$ cat config.mk
export PLATFORM = sky130hd
export DESIGN_NAME = regfile_write_queue
export DESIGN_NICKNAME = d
export VERILOG_FILES = /design/src/rtl/regfile_write_queue.sv
export SDC_FILE = /design/constraint.sdc
export NUM_CORES = 1
export LEC_CHECK = 0
export ABC_AREA = 1
export CORE_MARGIN = 4
export CORE_UTILIZATION = 55
export CTS_BUF_LIST = sky130_fd_sc_hd__clkbuf_16
export DETAILED_ROUTE_END_ITERATION = 6
export DONT_BUFFER_PORTS = 1
export GPL_ROUTABILITY_DRIVEN = 1
export PLACE_DENSITY = 0.8
export SETUP_SLACK_MARGIN = 0.4
export SLEW_MARGIN = 10
export SYNTH_ARGS = -nofsm -noshare
export SYNTH_HDL_FRONTEND = slang
export SYNTH_SLANG_ARGS = --single-unit
$ cat constraint.sdc
create_clock -name clk_i -period 7.3 [get_ports clk_i]
set_input_delay 1.095 -clock clk_i [delete_from_list [all_inputs] [get_ports clk_i]]
set_output_delay 1.095 -clock clk_i [all_outputs]
set_load 0.01 [all_outputs]
$ cat src/rtl/regfile_write_queue.sv
// regfile_write_queue
//   In-order write-request buffer in front of a register file write port.
//   Requests enter via a valid/ready handshake into a DEPTH-entry FIFO. They
//   are issued one per cycle onto a registered write port. A combinational
//   probe reports whether a write to read_addr_i is still pending, and returns
//   the youngest pending data for forwarding.
//
// Ports
//   clk_i, rst_ni          clock, asynchronous active-low reset
//   req_valid_i/ready_o    request handshake; ready is !full (no push-through)
//   req_addr_i/data_i      request payload
//   drain_enable_i         permits an issue this cycle
//   write_enable_o/addr_o/data_o  registered register-file write port
//   read_addr_i            probe address
//   hit_o/hit_data_o       pending-write probe result (data 0 on miss)
//   count_o/full_o/empty_o queue occupancy (excludes the issued register)
module regfile_write_queue #(
    parameter  int N     = 8,
    parameter  int M     = 4,
    parameter  int DEPTH = 4,
    localparam int A     = $clog2(M),
    localparam int C     = $clog2(DEPTH) + 1
) (
    input  logic         clk_i,
    input  logic         rst_ni,
    input  logic         req_valid_i,
    output logic         req_ready_o,
    input  logic [A-1:0] req_addr_i,
    input  logic [N-1:0] req_data_i,
    input  logic         drain_enable_i,
    output logic         write_enable_o,
    output logic [A-1:0] write_addr_o,
    output logic [N-1:0] write_data_o,
    input  logic [A-1:0] read_addr_i,
    output logic         hit_o,
    output logic [N-1:0] hit_data_o,
    output logic [C-1:0] count_o,
    output logic         full_o,
    output logic         empty_o
);

    localparam int PW = C - 1;  // index width; pointer MSB is the wrap bit

    logic [A-1:0] mem_addr_q [DEPTH];
    logic [N-1:0] mem_data_q [DEPTH];

    logic [C-1:0] wr_ptr_q, wr_ptr_d;
    logic [C-1:0] rd_ptr_q, rd_ptr_d;
    logic         we_q,     we_d;
    logic [A-1:0] waddr_q,  waddr_d;
    logic [N-1:0] wdata_q,  wdata_d;

    logic push, pop;
    logic [PW-1:0] idx;

    // Occupancy from the pointer difference; the wrap bit disambiguates full.
    assign count_o     = wr_ptr_q - rd_ptr_q;
    assign full_o      = (count_o == C'(DEPTH));
    assign empty_o     = (count_o == '0);
    assign req_ready_o = !full_o;

    assign push = req_valid_i && !full_o;
    assign pop  = !empty_o && drain_enable_i;

    assign write_enable_o = we_q;
    assign write_addr_o   = waddr_q;
    assign write_data_o   = wdata_q;

    always_comb begin
        wr_ptr_d = wr_ptr_q;
        rd_ptr_d = rd_ptr_q;
        we_d     = 1'b0;
        waddr_d  = waddr_q;
        wdata_d  = wdata_q;
        if (push) wr_ptr_d = wr_ptr_q + C'(1);
        if (pop) begin
            rd_ptr_d = rd_ptr_q + C'(1);
            we_d     = 1'b1;
            waddr_d  = mem_addr_q[rd_ptr_q[PW-1:0]];
            wdata_d  = mem_data_q[rd_ptr_q[PW-1:0]];
        end
    end

    always_ff @(posedge clk_i or negedge rst_ni) begin
        if (!rst_ni) begin
            wr_ptr_q <= '0;
            rd_ptr_q <= '0;
            we_q     <= 1'b0;
            waddr_q  <= '0;
            wdata_q  <= '0;
        end else begin
            wr_ptr_q <= wr_ptr_d;
            rd_ptr_q <= rd_ptr_d;
            we_q     <= we_d;
            waddr_q  <= waddr_d;
            wdata_q  <= wdata_d;
        end
    end

    // Storage is not reset; entries outside [rd_ptr, wr_ptr) are never read.
    always_ff @(posedge clk_i) begin
        if (push) begin
            mem_addr_q[wr_ptr_q[PW-1:0]] <= req_addr_i;
            mem_data_q[wr_ptr_q[PW-1:0]] <= req_data_i;
        end
    end

    // Probe: start at the output register (oldest), then walk the queue from
    // head to tail so the youngest matching entry is the last to overwrite.
    always_comb begin
        hit_o      = 1'b0;
        hit_data_o = '0;
        idx        = '0;
        if (we_q && (waddr_q == read_addr_i)) begin
            hit_o      = 1'b1;
            hit_data_o = wdata_q;
        end
        for (int i = 0; i < DEPTH; i++) begin
            idx = rd_ptr_q[PW-1:0] + PW'(i);
            if ((C'(i) < count_o) && (mem_addr_q[idx] == read_addr_i)) begin
                hit_o      = 1'b1;
                hit_data_o = mem_data_q[idx];
            end
        end
    end

endmodule

==> flow_metrics.tcl, run 1 <==
set metrics [dict create \
    outcome "finished clean" \
    critPathMostFrequentCell "nand2_1" \
    core_mm2 0.006350 \
    critPathMaxFanout 77 \
    synth_top_area_share_pct 33.54 \
    slowest_delay_ns 1.02 \
    seq_area_frac_synth_pct 45.42 \
    synth-seq-cells 57 \
    clock.fmax_mhz 215.8 \
    die_area_mm2 0.007866 \
    crit_arrival_ns 3.54 \
    nNetsFinal 482 \
    cts_tree "done" \
    clkSlewWorstSetupHoldPaths_ns 0.06 \
    syn_area_mm2 0.003581 \
    avgSynthCellArea_um2 7.635 \
    hold_viol 0 \
    finalWeightedCongestion 0.9042 \
    area_growth_pct 6.779 \
    max_cap_viol_count 0 \
    final-max-slew-violation-count 0 \
    yosysTopAreaCell "edfxtp_1" \
    drtIter0Drc 310 \
    syn-num-nets 492 \
    yosysMostFrequentCell "nand2_1" \
    critical_path.slowest_cell "dfrtp_2" \
    synthFlopType "edfxtp_1" \
    drc 0 \
    rsz0062_at_grt "false" \
    synthArstFlopShare_pct 29.82 \
    path_cells "ha_1 > inv_1 > or2_1 > nand3_1 > nand2_1 > nor2_4 > nor2_1 > nand2_1 > nand2_1" \
    drt-total-wl_um 7966 \
    io_pins 42 \
    grt_pass1_wl_um 13280 \
    grt_pass1_vias 2809 \
    synth_cells 469 \
    postLayoutCoreUtil_pct 60.22 \
    cts_buffers 9 \
    antenna_found_initial 0 \
    vias 2980 \
    wire_per_inst_um 14.72 \
    cp-start-kind "register" \
    setup_viol_count_final 0 \
    antennaDiodeCount 0 \
    synth_edf_count 40 \
    dr.pass1.iters 6 \
    skew_ns 0.01103 \
    path_class "register to output pin" \
    grt_max_degree 78 \
    clock_latency_ns 0.33 \
    die_h_um 88.69 \
    hpwl_um 5847 \
    grt.overflow.total 0 \
    place.port_buffers 0 \
    htree_levels 3 \
    hold_buffers 0 \
    vias_per_cell 5.508 \
    relSlewSlack_pct 32.16 \
    synth.area.top_cells "edfxtp_1 (34%), nand2_1 (18%), dfrtp_1 (12%), o21ai_0 (11%), nand3_1 (5.0%)" \
    crit_family "simple AND/OR/NAND/NOR gates" \
    timing.final.crit_period_ns 4.634 \
    cts_root_buf "clkbuf_16" \
    yosys_warnings 0 \
    crit_buf_inv 1 \
    antenna_left 0 \
    fillCellCount 542 \
    die_w_um 88.69 \
    post_cts_buffers 0 \
    min_period_over_period_pct 63.47 \
    required_ns 6.20 \
    worst_pin_slew_ns 1.014 \
    hold_path_class "input port to asynchronous set/reset pin" \
    start_util_pct 56.39 \
    track_usage_pct 22.40 \
    layout-drive-gt1-share_pct 6.034 \
    yosysUniqueCellTypes 26 \
    row_count 29 \
    synth_common_cells "nand2_1 (169), o21ai_0 (76), inv_1 (43)" \
    tns_ns 0 \
    numClockSinks 57 \
    cts.path.max_buffers 2 \
    cts_resized 0 \
    setup.worst_path.end_class "output pin" \
]
==> kinds of logic after synthesis <==
group / after synthesis / share of synthesized area (%)
flip-flops: 57 / 45.42
adder cells (fa/ha/maj): 7 / 2.655
XOR/XNOR: 7 / 1.712
AO/OA/AOI/OAI: 83 / 11.88
buffers and inverters: 66 / 8.735
AND/OR/NAND/NOR: 249 / 29.59
==> state kept, by name, indices dropped and copies added, names as in the netlist <==
register	flops
rd_ptr_q	3
wr_ptr_q	3
write_data_o	8
write_addr_o	2
mem_data_q	32
mem_addr_q	8
write_enable_o	1
==> final cells by class <==
type | instances | area, um^2 | share of cell area (%)
Sequential cell | 57 | 1628 | 42.57
Multi-Input combinational cell | 346 | 1642 | 42.93
Clock buffer | 9 | 225.2 | 5.890
Tap cell | 77 | 96.34 | 2.520
Inverter | 45 | 168.9 | 4.418
Clock inverter | 7 | 63.81 | 1.669
==> cell usage in the layout, fill, tap and decap left out, types with 2 or more instances in the layout <==
cell type  count
nor2_4         2
nor2_1        23
edfxtp_1      40
dfrtp_1       16
a21oi_1        2
nand2_1      169
nand4_1        9
nand3_1       36
inv_1         45
clkinv_2       2
o21ai_1        3
inv_2          2
o21ai_0       76
xor2_1         7
nand3_2        3
nand2_2        4
clkbuf_16      9
ha_1           6
==> through the flow <==
step / hold WS [ns] / area, um^2 / cells / worst slack (ns)
final: 0.4559 / 3824 / 541 / 2.666
after global routing: 0.4435 / 3824 / 541 / 2.333
after CTS: 0.4498 / 3824 / 541 / 2.742
after detailed placement: 0.4897 / 3535 / 525 / 3.091
after global placement: 0.4841 / 3535 / 525 / 3.289
after floorplan: 0.4632 / 3581 / 469 / 4.055
==> metal layers <==
layer	routed length, um	up-vias	global-route usage [%]
met1	3557	1326	29.07
met2	3587	124	34.35
met3	702	15	8.101
met4	119	0	8.379
li1	-	1515	-
met5	0	-	0
==> worst paths after layout <==
check | depth (start not counted) | from | slack (ns) | end
hold / removal | 0 | rst_ni | 0.46 | write_data_o[1]
max in group asynchronous | 0 | rst_ni | 6.76 | write_data_o[0]
min in group clk_i | 1 | wr_ptr_q[2] | 0.50 | wr_ptr_q[2]
setup / recovery | 9 | rd_ptr_q[0] | 2.67 | hit_data_o[1]
setup reg to reg | 8 | rd_ptr_q[0] | 3.88 | mem_data_q[3][5]
hold reg to reg | 1 | wr_ptr_q[2] | 0.50 | wr_ptr_q[2]
Power of run 1 is not shown: default switching activity piles up to over one toggle a cycle in this logic, so the estimate is an artifact.
==> run 2, diff against run 1 <==
--- a/config.mk
+++ b/config.mk
@@ -5,14 +5,14 @@
 export SDC_FILE = /design/constraint.sdc
 export NUM_CORES = 1
 export LEC_CHECK = 0
-export ABC_AREA = 1
+export ABC_AREA = 0
 export CORE_MARGIN = 4
 export CORE_UTILIZATION = 55
 export CTS_BUF_LIST = sky130_fd_sc_hd__clkbuf_16
 export DETAILED_ROUTE_END_ITERATION = 6
 export DONT_BUFFER_PORTS = 1
 export GPL_ROUTABILITY_DRIVEN = 1
-export PLACE_DENSITY = 0.8
+export PLACE_DENSITY = 0.83
 export SETUP_SLACK_MARGIN = 0.4
 export SLEW_MARGIN = 10
 export SYNTH_ARGS = -nofsm -noshare
==> constraint.sdc (replaced) <==
create_clock -name clk_i -period 3.9 [get_ports clk_i]
set_input_delay 0.585 -clock clk_i [delete_from_list [all_inputs] [get_ports clk_i]]
set_output_delay 0.585 -clock clk_i [all_outputs]
set_load 0.01 [all_outputs]
==> run 2 against run 1 <==
Highest routed layer unchanged. Global-route usage decreased by 0.50 points. Critical endpoint is now hit_data_o[5]. Worst setup slack got worse by 2.3 ns. Clock skew decreased by 0.0039 ns. First-iteration DRC count decreased by 21%. Final area increased by 3.8%.
==> flow_metrics.tcl, run 2 <==
set metrics [dict create \
    track_usage_pct 21.90 \
    syn_area_mm2 0.003407 \
    crit_buf_inv 1 \
    design_area_mm2 0.003968 \
    yosysMostFrequentCell "edfxtp_1" \
    outcome "finished clean" \
    setup.worst_path.end_class "output pin" \
    die_area_mm2 0.007518 \
    final-max-slew-violation-count 0 \
    area_growth_pct 16.45 \
    layout-drive-gt1-share_pct 28.92 \
    largest_reg_flops 32 \
    drc 0 \
    cts_root_buf "clkbuf_16" \
    drt-total-wl_um 8090 \
    slowest_delay_ns 0.38 \
    dp_worst_setup_slack_ns 0.3953 \
    seq_area_frac_synth_pct 47.74 \
    tns_ns 0 \
    dr.pass1.iters 5 \
    grt_max_degree 21 \
    vias_per_cell 6.497 \
    min_period_over_period_pct 89.57 \
    skew_ns 0.007109 \
    synth_common_cells "edfxtp_1 (40), mux2i_1 (36), nand2_1 (21), nor2_1 (21)" \
    hold_viol 0 \
    avgSynthCellArea_um2 12.53 \
    relSlewSlack_pct 46.31 \
    dp.cells 339 \
    final_cell_mix "edfxtp_1 (40), mux2i_1 (36), nand2_1 (21)" \
    max_cap_viol_count 0 \
    io_pins 42 \
    hpwl_um 5101 \
    path_class "register to output pin" \
    nNetsFinal 305 \
    cp-start-kind "register" \
    r2r-start "wr_ptr_q[0]" \
    antenna_left 0 \
    cts_buffers 9 \
    critical_path.slowest_cell "dfrtp_1" \
    crit_family "compound AO/OA/AOI/OAI gates" \
    core_mm2 0.005956 \
    startpoint "wr_ptr_q[0]" \
    grt_pass1_wl_um 12110 \
    die_w_um 86.71 \
    cts_tree "done" \
    clock_latency_ns 0.32 \
    setup_viol_count_final 0 \
    layout.cells.non_filler 362 \
    row_count 28 \
    finalWeightedCongestion 0.8924 \
    hold_path_class "input port to register" \
    dpl_cell_area_mm2 0.003471 \
    layout_setup_ws_ns 0.4067 \
    vias 2352 \
    synth_edf_count 40 \
    place.port_buffers 0 \
    synthFlopType "edfxtp_1" \
    synth_cells 272 \
    critPathMaxFanout 9 \
    grt.overflow.total 0 \
    clkSlewWorstSetupHoldPaths_ns 0.05 \
    grt_pass1_vias 2287 \
    htree_levels 3 \
    worst_pin_slew_ns 0.8028 \
    synth-seq-cells 57 \
    timing.final.crit_period_ns 3.493 \
    hp-start "req_data_i[1]" \
    syn-num-nets 295 \
    required_ns 3.31 \
    start_util_pct 57.21 \
    yosysTopAreaCell "edfxtp_1" \
    clock.fmax_mhz 286.3 \
    yosysUniqueCellTypes 34 \
    rsz0062_at_grt "false" \
    antennaDiodeCount 0 \
    drtIter0Drc 246 \
    synth_top_area_share_pct 35.26 \
    final_common_cell "edfxtp_1" \
    die_h_um 86.71 \
    wire_per_inst_um 22.35 \
    yosys_warnings 0 \
    fillCellCount 426 \
    path_cells "inv_1 > ha_1 > fa_1 > xnor3_2 > o21ai_0 > and2_1 > a21o_2 > a221o_1 > o221ai_2" \
    antenna_found_initial 0 \
    synthArstFlopShare_pct 29.82 \
    synth.area.top_cells "edfxtp_1 (35%), dfrtp_1 (12%), mux2i_1 (11%), mux4_2 (7.3%), mux2_2 (5.9%)" \
    cts.path.max_buffers 2 \
    numClockSinks 57 \
    crit_arrival_ns 2.91 \
]
[run 2: cell types whose count changed in the layout (fill, tap and decap cells not counted), moves of 7 or more]
cell / previous run / this run
a221oi_2: 0 / 8
nand2_1: 169 / 21
mux2i_1: 0 / 36
nand4_1: 9 / 0
a21oi_1: 2 / 17
o21ai_0: 76 / 3
xnor2_1: 0 / 8
buf_4: 0 / 14
a221o_1: 0 / 8
o221ai_2: 0 / 7
mux2_2: 0 / 18
mux4_2: 0 / 11
inv_1: 45 / 9
nand3_1: 36 / 2
[run 2: layout make-up]
class / count / area, um^2 / share of cell area [%]
Clock buffer: 9 / 225.2 / 5.676
Clock inverter: 7 / 55.05 / 1.388
Inverter: 7 / 26.28 / 0.6623
Multi-Input combinational cell: 191 / 1809 / 45.60
Sequential cell: 57 / 1628 / 41.03
Tap cell: 75 / 93.84 / 2.365
Timing Repair Buffer: 16 / 130.1 / 3.280
[run 2: cells by family after synthesis]
family	after synthesis	share of synthesized area (%)
buffers and inverters	24	3.672
AO/OA/AOI/OAI	47	10.36
XOR/XNOR	14	4.003
multiplexers	66	24.13
adder cells (fa/ha/maj)	7	2.791
flip-flops	57	47.74
AND/OR/NAND/NOR	57	7.308
[run 2: worst reg2reg max path, delay by kind of cell (launching register included)]
family,cells,cell delay (ns)
XOR/XNOR,1,0.30
adder cells (fa/ha/maj),2,0.61
buffers and inverters,2,0.27
flip-flops,1,0.38
AND/OR/NAND/NOR,2,0.93
[run 2: timing repair]
item                                    in CTS  in global routing
gates resized for setup                     17                 15
endpoints found under the setup margin       9                  8
hold endpoints to repair                    17                  0
pin swaps                                    1                  5
hold buffers                                 1                  0
setup buffers                                4                  2
[run 2: worst paths after layout]
path,endpoint,slack [ns],depth (start not counted)
min in group asynchronous,wr_ptr_q[0],0.79,1
max reg2reg,mem_addr_q[2][0],1.03,7
min reg2reg,wr_ptr_q[2],0.48,1
max in group asynchronous,rd_ptr_q[0],2.56,1
max,hit_data_o[5],0.41,9
min,mem_data_q[1][1],0.36,0
[run 2: per-stage QoR]
stage               hold slack (ns)  utilization [%]
finish                       0.3575            66.62
global route                 0.3415            66.62
CTS                          0.3487            64.85
detailed placement           0.2902            58.28
global placement             0.2902            58.28
floorplan                    0.2894                -
[run 2: routing by layer]
metal | wire, um | up-vias | global-route usage (%) | share of wire, %
li1 | - | 1065 | - | -
met1 | 3124 | 1153 | 26.87 | 39
met2 | 4129 | 115 | 35.19 | 51
met3 | 649 | 19 | 6.749 | 8.0
met4 | 187 | 0 | 10.62 | 2.3
met5 | 0 | - | 0 | 0
Power of run 2 is left out for the same reason.
